===== src/rtl/ingress_port_req.sv =====
// ---------------------------------------------------------------------------
// ingress_port_req
//   Requester side of the switch arbiter handshake, one instance per input
//   port. Incoming flits are buffered in a small FIFO. The destination mask is
//   decoded from each header flit and presented to the arbiter. Each grant
//   forwards exactly one flit onto the crossbar one cycle later.
//
// Optional feature macro: INGRESS_STATS_EN
//   defined   -> saturating 16-bit packet sent / dropped counters
//   undefined -> both counter outputs tied to 0, no counter flops
//
// Ports
//   clk, rst_n        clock, asynchronous active-low reset
//   i_in_valid        upstream flit valid
//   o_in_ready        FIFO can accept a flit (registered, = !full)
//   i_in_data         flit payload; [DST_W-1:0] is the dst mask on a header
//   i_in_sop/i_in_eop header / last flit markers
//   o_port_req        request to arbiter (registered, = REQ && FIFO non-empty)
//   o_port_dst        destination mask of the current packet
//   i_grant           arbiter grant for this port
//   o_xbar_*          registered crossbar flit; all zero when not valid
//   o_busy            FSM not idle or FIFO non-empty
//   o_pkt_sent_cnt    packets fully forwarded
//   o_pkt_drop_cnt    packets dropped (zero destination mask)
// ---------------------------------------------------------------------------
module ingress_port_req #(
  parameter int unsigned DATA_W = 32,
  parameter int unsigned DEPTH  = 8,
  parameter int unsigned DST_W  = 4
) (
  input  logic              clk,
  input  logic              rst_n,
  input  logic              i_in_valid,
  output logic              o_in_ready,
  input  logic [DATA_W-1:0] i_in_data,
  input  logic              i_in_sop,
  input  logic              i_in_eop,
  output logic              o_port_req,
  output logic [DST_W-1:0]  o_port_dst,
  input  logic              i_grant,
  output logic              o_xbar_valid,
  output logic [DATA_W-1:0] o_xbar_data,
  output logic              o_xbar_sop,
  output logic              o_xbar_eop,
  output logic              o_busy,
  output logic [15:0]       o_pkt_sent_cnt,
  output logic [15:0]       o_pkt_drop_cnt
);

  localparam int unsigned PTR_W = (DEPTH > 1) ? $clog2(DEPTH) : 1;
  localparam int unsigned CNT_W = PTR_W + 1;
  localparam int unsigned ENT_W = DATA_W + 2;

  typedef enum logic [1:0] {
    ST_IDLE = 2'd0,
    ST_REQ  = 2'd1,
    ST_DROP = 2'd2
  } state_t;

  // FIFO storage and control
  logic [ENT_W-1:0]  r_mem [DEPTH];
  logic [PTR_W-1:0]  r_wr_ptr;
  logic [PTR_W-1:0]  r_rd_ptr;
  logic [CNT_W-1:0]  r_count;

  // FSM and registered outputs
  state_t            r_state;
  logic [DST_W-1:0]  r_port_dst;
  logic              r_port_req;
  logic              r_in_ready;
  logic              r_busy;
  logic              r_xbar_valid;
  logic [DATA_W-1:0] r_xbar_data;
  logic              r_xbar_sop;
  logic              r_xbar_eop;

  // Decode
  logic              w_push;
  logic              w_pop;
  logic              w_fwd;
  logic              w_latch_dst;
  logic              w_empty;
  state_t            w_state_nxt;
  logic [CNT_W-1:0]  w_count_nxt;
  logic [ENT_W-1:0]  w_head;
  logic              w_head_sop;
  logic              w_head_eop;
  logic [DATA_W-1:0] w_head_data;
  logic [DST_W-1:0]  w_head_mask;

  assign w_empty     = (r_count == '0);
  assign w_push      = i_in_valid && r_in_ready;
  assign w_head      = r_mem[r_rd_ptr];
  assign w_head_sop  = w_head[ENT_W-1];
  assign w_head_eop  = w_head[ENT_W-2];
  assign w_head_data = w_head[DATA_W-1:0];
  assign w_head_mask = w_head_data[DST_W-1:0];

  // Next-state, pop and forward decision for the head flit
  always_comb begin
    w_state_nxt = r_state;
    w_pop       = 1'b0;
    w_fwd       = 1'b0;
    w_latch_dst = 1'b0;
    case (r_state)
      ST_IDLE: begin
        if (!w_empty) begin
          if (!w_head_sop) begin
            // Framing error: discard stray body flits between packets
            w_pop = 1'b1;
          end else if (w_head_mask != '0) begin
            w_state_nxt = ST_REQ;
            w_latch_dst = 1'b1;
          end else begin
            w_state_nxt = ST_DROP;
          end
        end
      end
      ST_REQ: begin
        // r_port_req already implies a non-empty FIFO
        if (i_grant && r_port_req) begin
          w_pop = 1'b1;
          w_fwd = 1'b1;
          if (w_head_eop) begin
            w_state_nxt = ST_IDLE;
          end
        end
      end
      ST_DROP: begin
        if (!w_empty) begin
          w_pop = 1'b1;
          if (w_head_eop) begin
            w_state_nxt = ST_IDLE;
          end
        end
      end
      default: begin
        w_state_nxt = ST_IDLE;
      end
    endcase
  end

  assign w_count_nxt = r_count + CNT_W'(w_push) - CNT_W'(w_pop);

  // FIFO payload write; storage needs no reset
  always_ff @(posedge clk) begin
    if (w_push) begin
      r_mem[r_wr_ptr] <= {i_in_sop, i_in_eop, i_in_data};
    end
  end

  // State, pointers and outputs. Status outputs are registered from the
  // next-cycle state/occupancy, so they equal their combinational definitions.
  always_ff @(posedge clk or negedge rst_n) begin
    if (!rst_n) begin
      r_state      <= ST_IDLE;
      r_wr_ptr     <= '0;
      r_rd_ptr     <= '0;
      r_count      <= '0;
      r_port_dst   <= '0;
      r_port_req   <= 1'b0;
      r_in_ready   <= 1'b1;
      r_busy       <= 1'b0;
      r_xbar_valid <= 1'b0;
      r_xbar_data  <= '0;
      r_xbar_sop   <= 1'b0;
      r_xbar_eop   <= 1'b0;
    end else begin
      r_state <= w_state_nxt;
      r_count <= w_count_nxt;
      if (w_push) begin
        r_wr_ptr <= r_wr_ptr + PTR_W'(1);
      end
      if (w_pop) begin
        r_rd_ptr <= r_rd_ptr + PTR_W'(1);
      end
      if (w_latch_dst) begin
        r_port_dst <= w_head_mask;
      end
      r_port_req   <= (w_state_nxt == ST_REQ) && (w_count_nxt != '0);
      r_in_ready   <= (w_count_nxt != CNT_W'(DEPTH));
      r_busy       <= (w_state_nxt != ST_IDLE) || (w_count_nxt != '0);
      r_xbar_valid <= w_fwd;
      r_xbar_data  <= w_fwd ? w_head_data : '0;
      r_xbar_sop   <= w_fwd && w_head_sop;
      r_xbar_eop   <= w_fwd && w_head_eop;
    end
  end

  assign o_in_ready   = r_in_ready;
  assign o_port_req   = r_port_req;
  assign o_port_dst   = r_port_dst;
  assign o_busy       = r_busy;
  assign o_xbar_valid = r_xbar_valid;
  assign o_xbar_data  = r_xbar_data;
  assign o_xbar_sop   = r_xbar_sop;
  assign o_xbar_eop   = r_xbar_eop;

`ifdef INGRESS_STATS_EN
  logic [15:0] r_sent_cnt;
  logic [15:0] r_drop_cnt;
  logic        w_drop_entry;

  assign w_drop_entry = (r_state == ST_IDLE) && (w_state_nxt == ST_DROP);

  // Saturating packet statistics
  always_ff @(posedge clk or negedge rst_n) begin
    if (!rst_n) begin
      r_sent_cnt <= '0;
      r_drop_cnt <= '0;
    end else begin
      if (w_fwd && w_head_eop && (r_sent_cnt != 16'hFFFF)) begin
        r_sent_cnt <= r_sent_cnt + 16'd1;
      end
      if (w_drop_entry && (r_drop_cnt != 16'hFFFF)) begin
        r_drop_cnt <= r_drop_cnt + 16'd1;
      end
    end
  end

  assign o_pkt_sent_cnt = r_sent_cnt;
  assign o_pkt_drop_cnt = r_drop_cnt;
`else
  assign o_pkt_sent_cnt = 16'd0;
  assign o_pkt_drop_cnt = 16'd0;
`endif

endmodule

===== config.mk =====
export PLATFORM = sky130hd
export DESIGN_NAME = ingress_port_req
export DESIGN_NICKNAME = d
export VERILOG_FILES = /design/src/rtl/ingress_port_req.sv
export SDC_FILE = /design/constraint.sdc
export NUM_CORES = 1
export LEC_CHECK = 0
export BUFFER_PORTS_ARGS = -buffer_cell sky130_fd_sc_hd__buf_2
export CAP_MARGIN = 20
export CORE_MARGIN = 2
export CORE_UTILIZATION = 24
export CTS_BUF_LIST = sky130_fd_sc_hd__clkbuf_8
export DETAILED_ROUTE_END_ITERATION = 16
export GPL_TIMING_DRIVEN = 0
export SYNTH_ARGS = -nofsm -noshare
export SYNTH_HDL_FRONTEND = slang
export SYNTH_SLANG_ARGS = --single-unit

===== constraint.sdc =====
create_clock -name clk -period 6.3 [get_ports clk]
set_clock_uncertainty 0.1 [all_clocks]
set_input_delay 0.63 -clock clk [delete_from_list [all_inputs] [get_ports clk]]
set_output_delay 0.63 -clock clk [all_outputs]
set_load 0.01 [all_outputs]

# After elaboration in Yosys (flattened, before gate mapping)
# Memory sizes are Yosys's and may differ from the RTL's.
# Index checks and enable logic that the tools add are counted.
# op_classes
n_addsub,4
eq_ne,4
mux,20
reduce_logical,11
# ops
cell,count
32-bit 2-to-1 mux,1
2-bit 2-to-1 mux,6
1-bit 2-to-1 mux,11
4-bit nonzero test,2
3-bit by 1-bit adder with 3-bit output (second input constant),2
2-bit one-hot mux with 3 select lines,1
1-bit logical AND,5
4-bit by 1-bit adder with 4-bit output,1
2-bit by 1-bit == test with 1-bit output (second input constant),2
4-bit zero test,1
4-bit != test (second input constant),1
4-bit by 1-bit subtractor with 4-bit output,1
1-bit one-hot mux with 3 select lines,1
2-bit == test (second input constant),1
2-bit zero test,1
2-bit nonzero test,1
1-bit logical OR,1
# totals
reg_bits,54
ram_bits,272
inputBits,38
out_inout_bits,74
wordCells,52
mem_count,1
# memory_table
name,words,width,read_ports,rd_clocked_by_memory_dff,wr,line_no,rtl
r_mem,8,34,1,0,1,61,logic [ENT_W-1:0] r_mem [DEPTH];

# Longest topological paths before layout
# An unclocked memory read counts as a cell.
# logic_depth
word_depth,8
depth_mapped,15
mapped_depth_nobuf,15

# Worst setup path after synthesis
# No wires, ideal clock.
# synth_timing
path_type,input to register
startpoint,input i_in_valid
endpoint,memory r_mem[0][0] (netlist name) (enable)
setup_ns,0.510
arrival_time_ns,4.049
t_required_ns,5.690
setup_slack_ns,1.640
cell_stages,2
path_buffers,0
path_cell_list,nand2_1 -> nor4_1
# synth_via
elab_chain_cells,3
# synth_rtl
item,line_no,rtl
from (decl),33,"input logic i_in_valid,"
1-bit logical AND,92,assign w_push = i_in_valid && r_in_ready;
1-bit 2-to-1 mux,147,if (w_push) begin
1-bit 2-to-1 mux (not written as such),148,"r_mem[r_wr_ptr] <= {i_in_sop, i_in_eop, i_in_data};"
to (decl),61,
# Every way passes these cells.

# Final worst setup path
# layout_timing
startpoint,register r_rd_ptr[1]
endpoint,register r_busy (netlist: o_busy)
# layout_via
word_cells_on_any_way,16
classes_between,add/sub: 1; mux: 10; reduce/logical: 4; memory: 1
# layout_lines
item,line_no,rtl
from (decl),63,logic [PTR_W-1:0] r_rd_ptr;
from (signal assigned),175,r_rd_ptr <= r_rd_ptr + PTR_W'(1);
memory read 8 x 34 bit,n/a,
1-bit 2-to-1 mux,108,if (!w_head_sop) begin
1-bit 2-to-1 mux,107,if (!w_empty) begin
1-bit one-hot mux with 3 select lines,105,case (r_state)
net w_pop,79,logic w_pop;
4-bit by 1-bit subtractor with 4-bit output,143,assign w_count_nxt = r_count + CNT_W'(w_push) - CNT_W'(w_pop);
net w_count_nxt[1],84,logic [CNT_W-1:0] w_count_nxt;
4-bit nonzero test,182,r_busy <= (w_state_nxt != ST_IDLE) || (w_count_nxt != '0);
1-bit logical OR,182,
to (signal assigned),182,
to (decl),71,logic r_busy;
# The timed path passes the listed nets, and every way through them passes these cells.
# A chain may end at the register's enable or synchronous reset.

==> impl_metrics.yaml <==
status:
  status: "completed"
critical_path:
  setup.worst_path.class: "flip-flop to flip-flop"
  end_kind: "flip-flop"
  path_common_cell: "inv_1"
  start_kind: "flip-flop"
  crit_slowest_cell: "fa_1"
  cp_data_required_time_ns: 6.61
  worstPathArrival_ns: 3.93
  cpPeakStageDelay_ns: 0.50
  cp_max_fo: 10
  crit_chain: "buf_2, nor2_1, a22o_1, o31ai_2, nand2_2, ha_1, inv_1, ha_1, inv_1, fa_1, inv_1, nor3_1, nor2b_1, o2111ai_1"
power_and_ir_drop:
  powerDensity_nw_per_um2: 433
  ir_worst_vdd_v: 0.000183
  power.total_mw: 6.56
  leakagePower_nw: 5.59
routing:
  detail_route.wl_per_cell_microns: 17.4
  vias_per_cell: 3.99
  final_antenna_net_count: 0
  firstDrtPassIters: 5
  drtIter0Drc: 483
  via_count: 6032
  wirelength_mm: 26.2
  drc_errors: 0
cts:
  cts_setup_buffers: 0
  numCtsBuffers: 50
  post_cts_resize_count: 0
  holdBufCountCts: 0
  clkTransAtPathRegs_ns: 0.06
  cts_root_buf: "clkbuf_8"
  clk_latency_ns: 0.59
  cts_buffer_depth: 3
  cts.sinks: 326
  htreeDepth: 2
  cts_tree: "done"
place:
  place.port_buffers: 79
  dp_hpwl_mm: 17.6
  gp_congestion: 0.676
  dp_cells: 1417
  dpl_cell_area_sq_um: 14200
  pre_cts_ws_ns: 2.74
logic_synthesis:
  synth_common_cells: "edfxtp_1, mux4_2, dfrtp_1, nor2_1, mux2i_1"
  synthDistinctLibCells: 46
  seq_area_frac_synth_pct: 76.3
  synth-simple-area-share_pct: 2.88
  synth-xor-area-share_pct: 0.421
  synth-async-reset-ratio_pct: 16.6
  synth_most_common_cell: "edfxtp_1"
  syn_area_per_cell_sq_um: 20.7
  synth_seq_cells: 326
  synthCells: 602
  synthAdderAreaFrac_pct: 0.862
  synth_compound_area_share_pct: 1.05
  synth_area_leaders: "edfxtp_1, mux4_2, dfrtp_1, mux2i_1, buf_4"
  synth-edff-count: 272
  yosys_warnings: 0
  yosys.area.top_type: "edfxtp_1"
  synth_area_sq_um: 12500
  ys.flop_type: "edfxtp_1"
  synth_top_family_by_area: "multiplexers"
  synthMuxAreaShare_pct: 15.3
  synth_top_area_share_pct: 65.4
finish:
  drive_above_1_share_pct: 35.7
  syn_to_final_growth_pct: 21.6
  fin_cells: 1511
  stdcell_area_sq_um: 15200
  fin_util_pct: 29.5
  nets: 835
global_route:
  met1_usage_pct: 13.3
  grt_usage_pct: 9.71
  antenna_found_initial: 4
  grt_pass1_wl_mm: 38.8
  grt-busiest-layer: "met2"
  met3_usage_pct: 2.57
  grt_start_max_net_pins: 55
  met2_usage_pct: 15.1
  first_global_vias: 6151
  grt-ovfl-total: 0
sta:
  worst_slew_pin_slew_ns: 0.892
  hold_viol: 0
  post-route-period-util_pct: 57.4
  period_needed_ns: 3.62
  max_slew_margin_pct: 40.5
  hold_ws_ns: 0.0195
  tns_ns: 0
  max_freq_mhz: 277
  timing.final.ws_setup_ns: 2.68
  finalSetupViolCount: 0
  rsz0062_at_grt: "false"
  final_max_slew_viol_count: 0
floorplanning:
  core_sq_um: 51400
  dieWidth_microns: 232
  num_io_pins: 112
  chipHeight_microns: 232
  rows: 83
  die_area_sq_um: 53800
  start_util_pct: 24.3
hold_path:
  hp-class: "primary input to asynchronous set/reset pin"
flow_run:
  maxCapViolations: 0
kinds of logic (layout without fill, tap and decap cells):
| logic type | Yosys count | count (layout) |
|---|---|---|
| AOI/OAI and AO/OA | 20 | 20 |
| xor gates and xnor gates | 6 | 6 |
| adders and majority gates | 8 | 8 |
| buffers and inverters | 62 | 259 |
| DFF | 326 | 326 |
| muxes | 106 | 106 |
| other | 1 | 33 |
| and+or+nand+nor | 73 | 73 |
state kept, by name (all words and copies together) (netlist names):
name and flops:
r_mem 272, o_xbar_data 32, o_port_dst 4, r_count 4
r_rd_ptr 3, r_wr_ptr 3, r_state 2, o_busy 1
o_in_ready 1, o_port_req 1, o_xbar_eop 1, o_xbar_sop 1
o_xbar_valid 1
placed cells by master (no fill, tap or decap), types with 2 or more instances in the layout:
cell type  instances
mux4_1             5
nand2_1           10
bufinv_16          2
a31oi_1            4
nand2b_1           4
mux4_2            59
xnor2_1            3
nor2_4             3
nor2_1            36
clkbuf_8          56
dfrtp_1           53
edfxtp_1         272
buf_6             18
inv_1             32
mux2_2             5
nor3_2             4
buf_2             90
ha_1               7
clkinv_1           6
a21oi_1            7
o22ai_1            2
clkbuf_1           6
nor2b_1            3
clkinv_2           3
mux2i_1           34
nor3_1             2
buf_4             38
nand3_1            3
xor2_1             3
conb_1            32
buf_12             3
worst max-delay path, delay by kind of cell, from the launching register on:
| kind | cells | cell delay, ns |
|---|---|---|
| AO/OA/AOI/OAI | 3 | 0.76 |
| adder cells (fa/ha/maj) | 3 | 0.94 |
| flip-flops | 1 | 0.38 |
| AND/OR/NAND/NOR | 4 | 0.76 |
| buffers and inverters | 4 | 0.52 |
report_power, final:
group	total [mW]	switching (mW)	internal, mW
Combinational	2.01	1.11	0.907
Clock	1.70	0.802	0.899
Sequential	2.85	0.123	2.73
Total	6.56	2.03	4.53
layout make-up:
cell class                      count  area (sq um)
Buffer                             54           369
Clock buffer                       56           771
Inverter                            8          30.0
Clock inverter                     37           208
Timing Repair Buffer              104           698
Antenna cell                        1          2.50
Multi-Input combinational cell    245          2730
Sequential cell                   326          9520
Fill cell                        5038         36200
Tap cell                          680           851
routing by layer:
layer | vias to the layer above | routed length (microns)
met3 | 53 | 1660
met4 | 6 | 476
met5 | - | 39
met2 | 174 | 12100
li1 | 2714 | -
met1 | 3085 | 12000
path summary, 6_finish.rpt:
check / startpoint / endpoint / slack, ns / cells past startpoint
min in group clk: i_in_data[11] / r_mem[0][11]$_DFFE_PP_ / 0.21 / 1
min reg2reg: o_port_dst[0]$_DFFE_PN0P_ / o_port_dst[0]$_DFFE_PN0P_ / 0.46 / 2
min: rst_n / o_xbar_data[11]$_DFF_PN0_ / 0.02 / 1
max reg2reg: r_rd_ptr[1]$_DFFE_PN0P_ / o_busy$_DFF_PN0_ / 2.68 / 14
max: r_rd_ptr[1]$_DFFE_PN0P_ / o_busy$_DFF_PN0_ / 2.68 / 14
max in group asynchronous: rst_n / o_xbar_data[21]$_DFF_PN0_ / 5.51 / 1
Power figures use the tool's default switching activity.
